File: src/rtl/sat_counter.sv
// Saturating up-counter with synchronous clear.
// Clear with a simultaneous increment loads 1.
module sat_counter #(
  parameter int W = 16
) (
  input  logic         clk,
  input  logic         rst,
  input  logic         clr,
  input  logic         inc,
  output logic [W-1:0] q
);

  always_ff @(posedge clk) begin
    if (rst) begin
      q <= '0;
    end else if (clr) begin
      q <= W'(inc);
    end else if (inc && (q != '1)) begin
      q <= q + 1'b1;
    end
  end

endmodule

File: config.mk
export PLATFORM = sky130hd
export DESIGN_NAME = sat_counter
export DESIGN_NICKNAME = d
export VERILOG_FILES = /design/src/rtl/sat_counter.sv
export SDC_FILE = /design/constraint.sdc
export NUM_CORES = 1
export LEC_CHECK = 0
export CAP_MARGIN = 20
export CORE_MARGIN = 1.5
export CORE_UTILIZATION = 30
export CTS_BUF_LIST = sky130_fd_sc_hd__clkbuf_4 sky130_fd_sc_hd__clkbuf_8
export CTS_CLUSTER_SIZE = 8
export DETAILED_ROUTE_END_ITERATION = 10
export SYNTH_ARGS = -nofsm -noshare
export SYNTH_HDL_FRONTEND = slang
export SYNTH_SLANG_ARGS = --single-unit
File: constraint.sdc
create_clock -name clk -period 2.7 [get_ports clk]
set_input_delay 0.405 -clock clk [delete_from_list [all_inputs] [get_ports clk]]
set_output_delay 0.405 -clock clk [all_outputs]
set_load 0.02 [all_outputs]
==> impl_metrics.toml, run 1 <==
[sta]
final.period_utilization_pct = 70.3
timing_worst_slew_pin_value_ns = 0.367
report.final.hold_viol_count = 0
layout_min_cycle_time_ns = 1.90
rsz0062_at_grt = "no"
final-max-slew-violation-count = 0
totalNegativeSetupSlack_ns = 0
max_freq_mhz = 527
setup_viol_count_final = 0
slew_headroom_pct = 75.5
worst_clock_skew_ns = 0.00674

[final_layout]
drive_above_1_share_pct = 9.73
area_growth_syn_to_layout_pct = 30.1
largest_reg_flops = 16
antenna_cells_inserted = 0
regMostFlops = "q"
top_regs = "q (16)"
fin_nets = 119
finish.instance_area_mm2 = 0.00105
layout.core_utilization_pct = 41.8
layoutNonFillerInstCount = 143

[global_route]
number_of_global_route_vias_before_repair = 662
global_route.usage.met1_pct = 19.6
largest_net_degree_at_the_start_of_global_routing = 14
grt_pass1_wl_um = 2990
use_met3_pct = 1.61
globalRoute.totalOverflow = 0
groute.layer.met2.usage_pct = 19.6
initial_antenna_violation_count = 0
global_route.peak_usage_layer = "met2"
grt_usage_pct = 14.1

[clocking]
clock_path_buffers = 2
clock_tree_from_tritoncts = "built"
worst_skew_late_latency_ns = 0.30
post-cts-setup-buffers = 0
root_buffer = "clkbuf_4"
cts-buffers-inserted = 3
htreeDepth = 1
clkSlewWorstSetupHoldPaths_ns = 0.11
clock_sink_count = 16
cts_resized = 0
holdBufCountCts = 0

[yosys]
synth.cell_area_um2 = 811
synth.top_cell.area_share_pct = 39.5
synthTopCellsByArea = "dfxtp_1 (40%), xor2_1 (12%), nor2_1 (6.9%)"
netlist_instances = 93
synthDominantAreaCellType = "dfxtp_1"
synth_warnings = 0
synth_seq_area_share_pct = 39.5
ys_ff_latch = 16
syn_nets = 98
synth.avg_cell_area_um2 = 8.72
synth.lib_cells_used.distinct = 27

[critical_path]
path_class = "reg -> reg"
timing.critical_path.cells = "ha_1 > nand4_1 > or2_0 > or2_2 > a21oi_1 > o32ai_1"
worstSetupEndpoint = "q[0]"
critical_path.max_stage_delay_ns = 0.40
worst-r2r-cell-count = 6
critPathLaunch = "q[0]"
critical_path_peak_fanout = 7
cp.buffers_inverters = 0
critical_path.top_delay_family = "simple AND/OR/NAND/NOR gates"
timing.reg2reg.setup_slack_ns = 0.80
r2r-end = "q[0]"
end_kind = "register"
worstSetupStartpointType = "register"
worst-path-stages = 6
worst_ep_arrival_time_ns = 2.09
cp.required_ns = 2.89
worst_r2r_startpoint = "q[0]"
timing.critical_path.slowest_stage_cell = "dfxtp_1"

[detailed_routing]
detail_route.drc_violations = 0
wl_um = 1770
detailedRoute.firstIterationViolations = 6
drt-wirelength-per-cell_um = 12.4
drtPass1Iterations = 4
drtAntennaViolNets = 0
detail_route.vias_per_cell = 5.04
via_count = 721

[status]
status = "finished clean"

[die]
chipWidth_um = 55.0
design.die.area_mm2 = 0.00302
effective_utilization_at_floorplan_pct = 32.1
io_pins = 20
fp-row-count = 18
die_height_um = 55.0
core_mm2 = 0.00252

[power_and_ir_drop]
power.share.switching_pct = 23.1
power.clock.fraction_pct = 39.0
p_leak_nw = 0.358
power_per_cell_area_mw_per_mm2 = 407
total_power_mw = 0.429
max-vdd-ir-drop_v = 0.000192
reg_power_share_pct = 55.8
comb_power_share_pct = 5.2
netSwitchingPower_mw = 0.0989
intPower_mw = 0.330

[placed_design]
finalWeightedCongestion = 0.781
placed_cells = 139
post-dp-hpwl_um = 1290
placement.io_buffers = 19
detailed_place.area_mm2 = 0.00102

[run]
max_cap_violation_count = 0

[min_path]
holdPathStages = 2
timing.hold.worst.start = "q[1]"
hold_path.class = "reg -> reg"
[worst min-delay path: cells and delay by family, from the launching register on]
kind            cells  cell delay (ns)
compound gates      1             0.05
flops               1             0.35
simple gates        1             0.06
[layout make-up]
type | count | area [µm²]
Sequential cell | 16 | 320
Tap cell | 30 | 37.5
Timing Repair Buffer | 19 | 190
Inverter | 3 | 11.3
Clock buffer | 4 | 36.3
Multi-Input combinational cell | 71 | 459
Fill cell | 279 | 1470
[power by group through the flow]
stage / clock, mW / sequential, mW / combinational (mW)
4_1_cts: 0.171 / 0.239 / 0.0227
5_1_grt: 0.180 / 0.240 / 0.0250
6_report: 0.167 / 0.239 / 0.0223
3_3_place_gp: 0 / 0.245 / 0.0220
2_1_floorplan: 0 / 0.246 / 0.00843
3_5_place_dp: 0 / 0.245 / 0.0225
[cells in the mapped netlist (all sizes together)]
master,instances
xor2,11
nand3,7
a21oi,2
buf,2
o211ai,3
or2,3
nor2,15
and3,4
inv,3
o21ai,7
ha,1
or4,1
clkbuf,1
or2b,1
o2111ai,2
nand2,3
dfxtp,16
nand4,4
a31oi,2
and4,4
o32ai,1
[how the worst min path moves through the flow]
stage	to	slack (ns)
after floorplan	q[0]	0.52
after global placement	q[1]	0.49
after detailed placement	q[1]	0.49
after CTS	q[1]	0.50
after global routing	q[1]	0.53
final	q[1]	0.51
[metal layers]
metal,wire length [µm],vias to the layer above
li1,-,376
met1,882,329
met2,804,11
met3,33,5
met4,52,0
met5,0,-
[per-stage QoR]
stage	hold slack, ns	setup slack (ns)
final	0.505	0.803
after global routing	0.534	0.663
after CTS	0.504	0.795
after detailed placement	0.492	0.525
after global placement	0.491	0.545
after floorplan	0.520	0.849
[kinds of logic after synthesis]
| kind of cell | share of synthesized area [%] |
|---|---|
| buffers and inverters | 3.86 |
| DFF | 39.5 |
| AOI/OAI and AO/OA | 13.6 |
| xor gates and xnor gates | 11.9 |
| and+or+nand+nor | 29.6 |
| adders and majority gates | 1.54 |
[cells in the final DEF (no fill, tap or decap)]
| cell | count |
|---|---|
| o21ai_2 | 1 |
| xor2_1 | 11 |
| or2b_1 | 1 |
| nand3_1 | 6 |
| o2111ai_1 | 2 |
| clkbuf_4 | 3 |
| a21oi_1 | 2 |
| clkdlybuf4s50_1 | 19 |
| or2_2 | 2 |
| o32ai_1 | 1 |
| nand2_1 | 3 |
| nand4_1 | 4 |
| o21ai_0 | 6 |
| and4_4 | 2 |
| and3_1 | 3 |
| and3_2 | 1 |
| o211ai_1 | 3 |
| dfxtp_1 | 16 |
| or4_1 | 1 |
| inv_1 | 3 |
| a31oi_1 | 2 |
| nor2_1 | 15 |
| clkbuf_8 | 1 |
| and4_1 | 2 |
| nand3_4 | 1 |
| or2_0 | 1 |
| ha_1 | 1 |
No activity file was read; power rests on OpenSTA's default activity.
==> run 2, diff against run 1 <==
- clock period: 2.7 -> 1.9 ns (I/O delays scaled with it)
==> impl_metrics.toml, run 2 (synthesis results as in run 1) <==
[clocking]
root_buffer = "clkbuf_4"
clock_path_buffers = 2
cts_resized = 0
clock_sink_count = 16
worst_skew_late_latency_ns = 0.28
clkSlewWorstSetupHoldPaths_ns = 0.09
clock_tree_from_tritoncts = "built"
htreeDepth = 1
cts-buffers-inserted = 3
holdBufCountCts = 0
post-cts-setup-buffers = 0

[global_route]
largest_net_degree_at_the_start_of_global_routing = 14
number_of_global_route_vias_before_repair = 721
grt_pass1_wl_um = 3090
initial_antenna_violation_count = 0
globalRoute.totalOverflow = 0
grt_usage_pct = 14.5

[placed_design]
finalWeightedCongestion = 0.769
post-dp-hpwl_um = 1490
placement.io_buffers = 19
placed_cells = 156

[final_layout]
layoutNonFillerInstCount = 159
final_common_cell = "clkdlybuf4s50_1"
largest_reg_flops = 16
fin_nets = 136
mostFrequentLayoutCells = "clkdlybuf4s50_1 (19), buf_4 (17), dfxtp_1 (16)"
drive_above_1_share_pct = 20.9
antenna_cells_inserted = 0
area_growth_syn_to_layout_pct = 44.1
top_regs = "q (16)"
regMostFlops = "q"

[die]
design.die.area_mm2 = 0.00302
core_mm2 = 0.00252
fp-row-count = 18
chipWidth_um = 55.0
die_height_um = 55.0
effective_utilization_at_floorplan_pct = 32.1
io_pins = 20

[power_and_ir_drop]
power_per_cell_area_mw_per_mm2 = 479
max-vdd-ir-drop_v = 0.000267
total_power_mw = 0.560
p_leak_nw = 0.436

[detailed_routing]
drtPass1Iterations = 4
via_count = 775
detail_route.drc_violations = 0
drt-wirelength-per-cell_um = 12.6
detailedRoute.firstIterationViolations = 9
wl_um = 2000
detail_route.vias_per_cell = 4.87
drtAntennaViolNets = 0

[sta]
final.period_utilization_pct = 93.4
setup_viol_count_final = 0
rsz0062_at_grt = "no"
layout_min_cycle_time_ns = 1.77
max_freq_mhz = 564
timing_worst_slew_pin_value_ns = 0.300
worst_clock_skew_ns = 0.000914
totalNegativeSetupSlack_ns = 0
report.final.hold_viol_count = 0
final-max-slew-violation-count = 0
slew_headroom_pct = 79.9

[critical_path]
critical_path_peak_fanout = 6
worst_ep_arrival_time_ns = 1.95
path_class = "reg -> reg"
critPathLaunch = "q[0]"
worst_r2r_startpoint = "q[0]"
end_kind = "register"
worstSetupStartpointType = "register"
cp.required_ns = 2.08

[status]
status = "finished clean"

[min_path]
timing.hold.worst.start = "q[15]"
hold_path.class = "reg -> reg"

[run]
max_cap_violation_count = 0
==> run 2: cell count changes in the layout (fill, tap and decap cells not counted) <==
| cell | change |
|---|---|
| buf_4 | +17 |
| o21ai_1 | +1 |
| clkbuf_8 | -1 |
| o21ai_0 | -1 |
==> run 2: power breakdown <==
group,switching [mW],internal (mW)
Sequential,0.00180,0.337
Clock,0.107,0.0736
Combinational,0.0197,0.0199
==> run 2: per-stage QoR <==
stage	worst slack (ns)	hold WS (ns)	utilization, %	area (µm²)
finish	0.126	0.519	46.3	1170
CTS	0.137	0.524	46.3	1170
global placement	0.0385	0.501	45.4	1150
global route	0.0177	0.567	46.3	1170
detailed placement	0.0409	0.507	45.4	1150
floorplan	0.0490	0.400	-	811
==> run 2: path summary, 6_finish.rpt <==
| check | to | slack [ns] | cells after the start |
|---|---|---|---|
| max | q[0] | 0.13 | 6 |
| max reg2reg | q[0] | 0.13 | 6 |
| min | q[15] | 0.52 | 2 |
| min reg2reg | q[15] | 0.52 | 2 |
==> run 2: routing by layer <==
metal	part of all wire [%]	GRT usage, %	vias to the layer above
met5	0	0	-
met4	1.3	9.76	0
met3	1.5	1.61	2
met2	45	21.0	10
met1	52	20.1	350
li1	-	-	413
==> run 2: critical path, stage by stage, from the launching register on <==
cell and delay [ns]:
dfxtp_1 0.37, ha_1 0.21, nand4_1 0.14, or2_0 0.33
or2_2 0.36, a21oi_1 0.16, o32ai_1 0.09
==> run 2: final cells by class <==
class / count / area (µm²)
clock buffers: 3 / 22.5
fillers: 261 / 1350
inverters: 3 / 11.3
multi-input cells: 71 / 459
flip-flops and latches: 16 / 320
well taps: 30 / 37.5
repair buffers: 36 / 318
==> run 3, diff against run 2 <==
- clock period: 1.9 -> 1.7 ns (I/O delays scaled with it)
==> impl_metrics.toml, run 3 (synthesis results as in run 1) <==
[detailed_routing]
detailedRoute.firstIterationViolations = 16
via_count = 814
drtAntennaViolNets = 0
drtPass1Iterations = 4
drt-wirelength-per-cell_um = 12.0
detail_route.drc_violations = 0
detail_route.vias_per_cell = 4.87
wl_um = 2010

[sta]
worst_clock_skew_ns = 0.0132
max_freq_mhz = 609
rsz0062_at_grt = "no"
layout_min_cycle_time_ns = 1.64
report.final.hold_viol_count = 0
final-max-slew-violation-count = 0
final.period_utilization_pct = 96.6
slew_headroom_pct = 81.3
timing_worst_slew_pin_value_ns = 0.279
setup_viol_count_final = 0

[power_and_ir_drop]
p_leak_nw = 0.579
max-vdd-ir-drop_v = 0.000328
power_per_cell_area_mw_per_mm2 = 528

[placed_design]
post-dp-hpwl_um = 1570
placement.io_buffers = 19
detailed_place.area_mm2 = 0.00122
placed_cells = 163
finalWeightedCongestion = 0.782

[min_path]
hold_path.class = "reg -> reg"

[critical_path]
end_kind = "output port"
path_class = "reg -> out"
worst_ep_arrival_time_ns = 1.39
worstSetupStartpointType = "register"
cp.required_ns = 1.44
critical_path_peak_fanout = 3

[clocking]
root_buffer = "clkbuf_4"
worst_skew_late_latency_ns = 0.30
clock_path_buffers = 2
cts-buffers-inserted = 3
clock_tree_from_tritoncts = "built"
post-cts-setup-buffers = 0
clock_sink_count = 16
htreeDepth = 1
clkSlewWorstSetupHoldPaths_ns = 0.11

[status]
status = "finished clean"

[final_layout]
multiInputGateArea_um2 = 474
layoutNonFillerInstCount = 167
drive_above_1_share_pct = 29.2
area_growth_syn_to_layout_pct = 55.9
finish.instance_area_mm2 = 0.00126
fin_nets = 143
final_common_cell = "buf_4"
register_area_um2 = 329
mostFrequentLayoutCells = "buf_4 (24), nor2_1 (15), clkdlybuf4s50_1 (13), dfxtp_1 (13), xor2_1 (11)"
layout.filler_cells = 258
largest_reg_flops = 16
antenna_cells_inserted = 0
top_regs = "q (16)"
regMostFlops = "q"

[die]
io_pins = 20
core_mm2 = 0.00252
chipWidth_um = 55.0
design.die.area_mm2 = 0.00302
die_height_um = 55.0
effective_utilization_at_floorplan_pct = 32.1
fp-row-count = 18

[global_route]
grt_pass1_wl_um = 3330
grt_usage_pct = 15.7
largest_net_degree_at_the_start_of_global_routing = 14
globalRoute.totalOverflow = 0
number_of_global_route_vias_before_repair = 751
initial_antenna_violation_count = 0

[run]
max_cap_violation_count = 0
-- run 3: cell count changes in the layout (fill, tap and decap cells not counted), sizes merged --
cell,before,now
dlymetal6s2s,0,5
buf,17,24
dlygate4sd2,0,1
clkbuf,3,4
clkdlybuf4s50,19,13
-- run 3: what timing repair did --
item	in CTS	in global routing
endpoints found under the setup margin	2	11
gates resized for setup	2	8
hold buffers	0	0
-- run 3: worst paths after layout --
kind                            slack, ns  cells after the start    end  startpoint
worst max-delay path                 0.06                      2   q[0]        q[0]
worst min-delay path                 0.51                      2  q[15]       q[15]
worst max register to register       0.12                      6   q[0]        q[0]
worst min register to register       0.51                      2  q[15]       q[15]
-- run 3: per-layer routing --
layer	GRT usage, %	share of wire (%)
met5	0	0
met1	21.5	50
met4	9.76	2.5
met3	2.42	3.8
met2	23.0	43
-- run 3: final cells by class --
cell class	instances	share of cell area, %
Clock buffer	4	2.38
Sequential cell	16	26.0
Timing Repair Buffer	43	30.2
Tap cell	30	2.97
Inverter	3	0.891
Multi-Input combinational cell	71	37.5
-- run 3: critical path, stage by stage (launching register included) --
cell             delay, ns
dfxtp_4               0.38
buf_4                 0.11
clkdlybuf4s50_1       0.59
-- run 3: power by group --
group / total, mW / internal (mW) / switching [mW]
logic: 0.0483 / 0.0261 / 0.0222
registers: 0.379 / 0.376 / 0.00301
clock network: 0.240 / 0.107 / 0.133
-- run 3: per-stage QoR --
stage	power [mW]	setup TNS (ns)	setup WS, ns	util (%)	hold slack (ns)
after floorplan	0.406	0	0.0188	-	0.359
after global placement	0.436	-0.187	-0.132	48.3	0.499
after detailed placement	0.437	-0.243	-0.155	48.3	0.502
after CTS	0.672	0	0.0266	49.5	0.518
after global routing	0.696	0	0.00380	50.1	0.559
final	0.668	0	0.0577	50.1	0.512
==> variant, RTL diff (config.mk and constraints of run 3) <==
`W`: 16 -> 18.
--- a/src/rtl/sat_counter.sv
+++ b/src/rtl/sat_counter.sv
@@ -2,5 +2,5 @@
 // Clear with a simultaneous increment loads 1.
 module sat_counter #(
-  parameter int W = 16
+  parameter int W = 18
 ) (
   input  logic         clk,
Ports: changed (resized q); port bits go from 20 to 22. The function was not compared with the original's and may differ.
==> variant against run 3 <==
Final cell count up 27%; synthesized area up 16%; hold slack improved by 8.8 ps; power is 14% higher; register-to-register slack worse by 120 ps; critical path type is now reg2reg; wire length increased by 34%; combinational power rose by 38%; die area increased by 15%; cell area up 21%; setup slack lost 54 ps; sequential cell count rose by 2; critical path depth rose by 4.
==> variant: results (changes against run 3) <==
----------------------------------------------------
[Outcome]
  Result of the run ... finished, final reports clean

[Finish]
  Nets ... 174 (+22%)
  Filler-free cell count of the finished design ... 212 (+27%)
  Largest registers ... q: 18 flops
  Fraction of final layout cells with drive strength greater than 1 ... 33.33% (+4.1 points)

[Power]
  Overall power ... 0.0007639 W (+14%)
  Clock group share of total power ... 35.4% (-0.6 points)
  Maximum vdd drop ... 415.3 uV (+27%)
  Sw Share ... 23.24% (-0.45 points)
  Total leakage power ... 0.6394 nW (+10%)
  Logic power comb ... 0.0000665 W (+38%)

[Clock network]
  Post-CTS setup repair buffer count ... 1 (+1)
  Clock Tree Root ... sky130_fd_sc_hd__clkbuf_4

[Critical path]
  Critical Path AT ... 1940 ps (+550 ps)
  Largest stage delay, worst path ... 450 ps (-140 ps)
  Slowest stage cell on the critical path ... sky130_fd_sc_hd__or4b_1
  CP top delay family ... simple AND/OR/NAND/NOR gates
  R2r endpoint ... q[17]
  Crit path capture type ... flip-flop
  Crit path from ... q[0]

[Drt]
  Routed length per instance ... 12.71 microns (+5.8%)
  Met3 Routed Length ... 102 microns (+32%)
  Met1 Routed Length ... 1.191 mm (+18%)
  Uppermost routed layer ... met3
  Number of design-rule violations left by the first detailed-router iteration ... 27 (+11)
  Number of vias per cell ... 4.854 (-0.42%)
  Routed wire length on met2 ... 1.401 mm (+61%)

[GRT]
  Antenna violations before repair ... 0 (unchanged)
  Wire length of the first global-routing pass ... 4.478 mm (+34%)
  Number of global-route vias before repair ... 1036 (+38%)
  M2 GR Usage ... 31.11% (+8.1 points)
  Pin count of the biggest net entering global routing ... 16 (+2)
  Met1 layer usage reported by global route ... 18.98% (-2.5 points)
  Global-route usage over all layers ... 16.67% (+0.94 points)

[Synthesis]
  Net count after synthesis ... 120 (+22%)
  Mean area per synthesized cell ... 8.204 sq um (-5.9%)
  Post-synthesis sequential area ratio ... 38.20% (-1.3 points)
  Top cells by area in the synthesized netlist ... sky130_fd_sc_hd__dfxtp_1, sky130_fd_sc_hd__nor2_1, sky130_fd_sc_hd__xnor2_1
  Synth cell types ... 32 (+19%)

[Min path]
  Sink of the worst hold path ... q[4]
  Hold Crit Depth ... 1 (-1)
  Hold Path Origin ... q[4]

[STA]
  Final worst setup slack ... 3.351 ps (-54.36 ps)
  Transition time at the pin with the least slew margin ... 348.2 ps (+69.20 ps)
  Final Skew ... 3.545 ps (-9.703 ps)
  Worst hold-check slack ... 521.1 ps (+8.768 ps)

[Placement]
  Cell Count Post-Placement ... 203 (+25%)
  Placed inst area ... 1413 sq um (+16%)
  Detailed placement HPWL ... 1.964 mm (+25%)
  Number of input and output port buffers inserted ... 21 (+2)
  GPL Wtd Cong ... 0.8479 (+8.5%)
  Post-place setup slack ... -103.5 ps (+50.99 ps)

----------------------------------------------------
[variant: cell types whose count changed in the layout (fill, tap and decap cells not counted), moves of 5 or more]
cell / change
sky130_fd_sc_hd__buf_4: +8
sky130_fd_sc_hd__clkdlybuf4s50_1: +5
sky130_fd_sc_hd__nand2_1: +13
sky130_fd_sc_hd__nor3_1: +5
sky130_fd_sc_hd__xnor2_1: +7
sky130_fd_sc_hd__xor2_1: -11
[variant: area by class of cell]
cell class | instances | area [sq um]
multi-input combinational | 90 | 589.3
inverter | 2 | 7.507
tap | 44 | 55.05
sequential | 18 | 371.6
timing repair buffer | 54 | 469.2
fill | 299 | 1499
clock buffer | 4 | 36.28
[variant: logic make-up after synthesis]
logic type	after synthesis	share of synthesized area, %
AND/OR/NAND/NOR	57	30.77
AO/OA/AOI/OAI	24	18.44
flip-flops	18	38.20
XOR/XNOR	7	6.499
buffers and inverters	7	3.713
multiplexers	1	1.061
adder cells (fa/ha/maj)	1	1.326
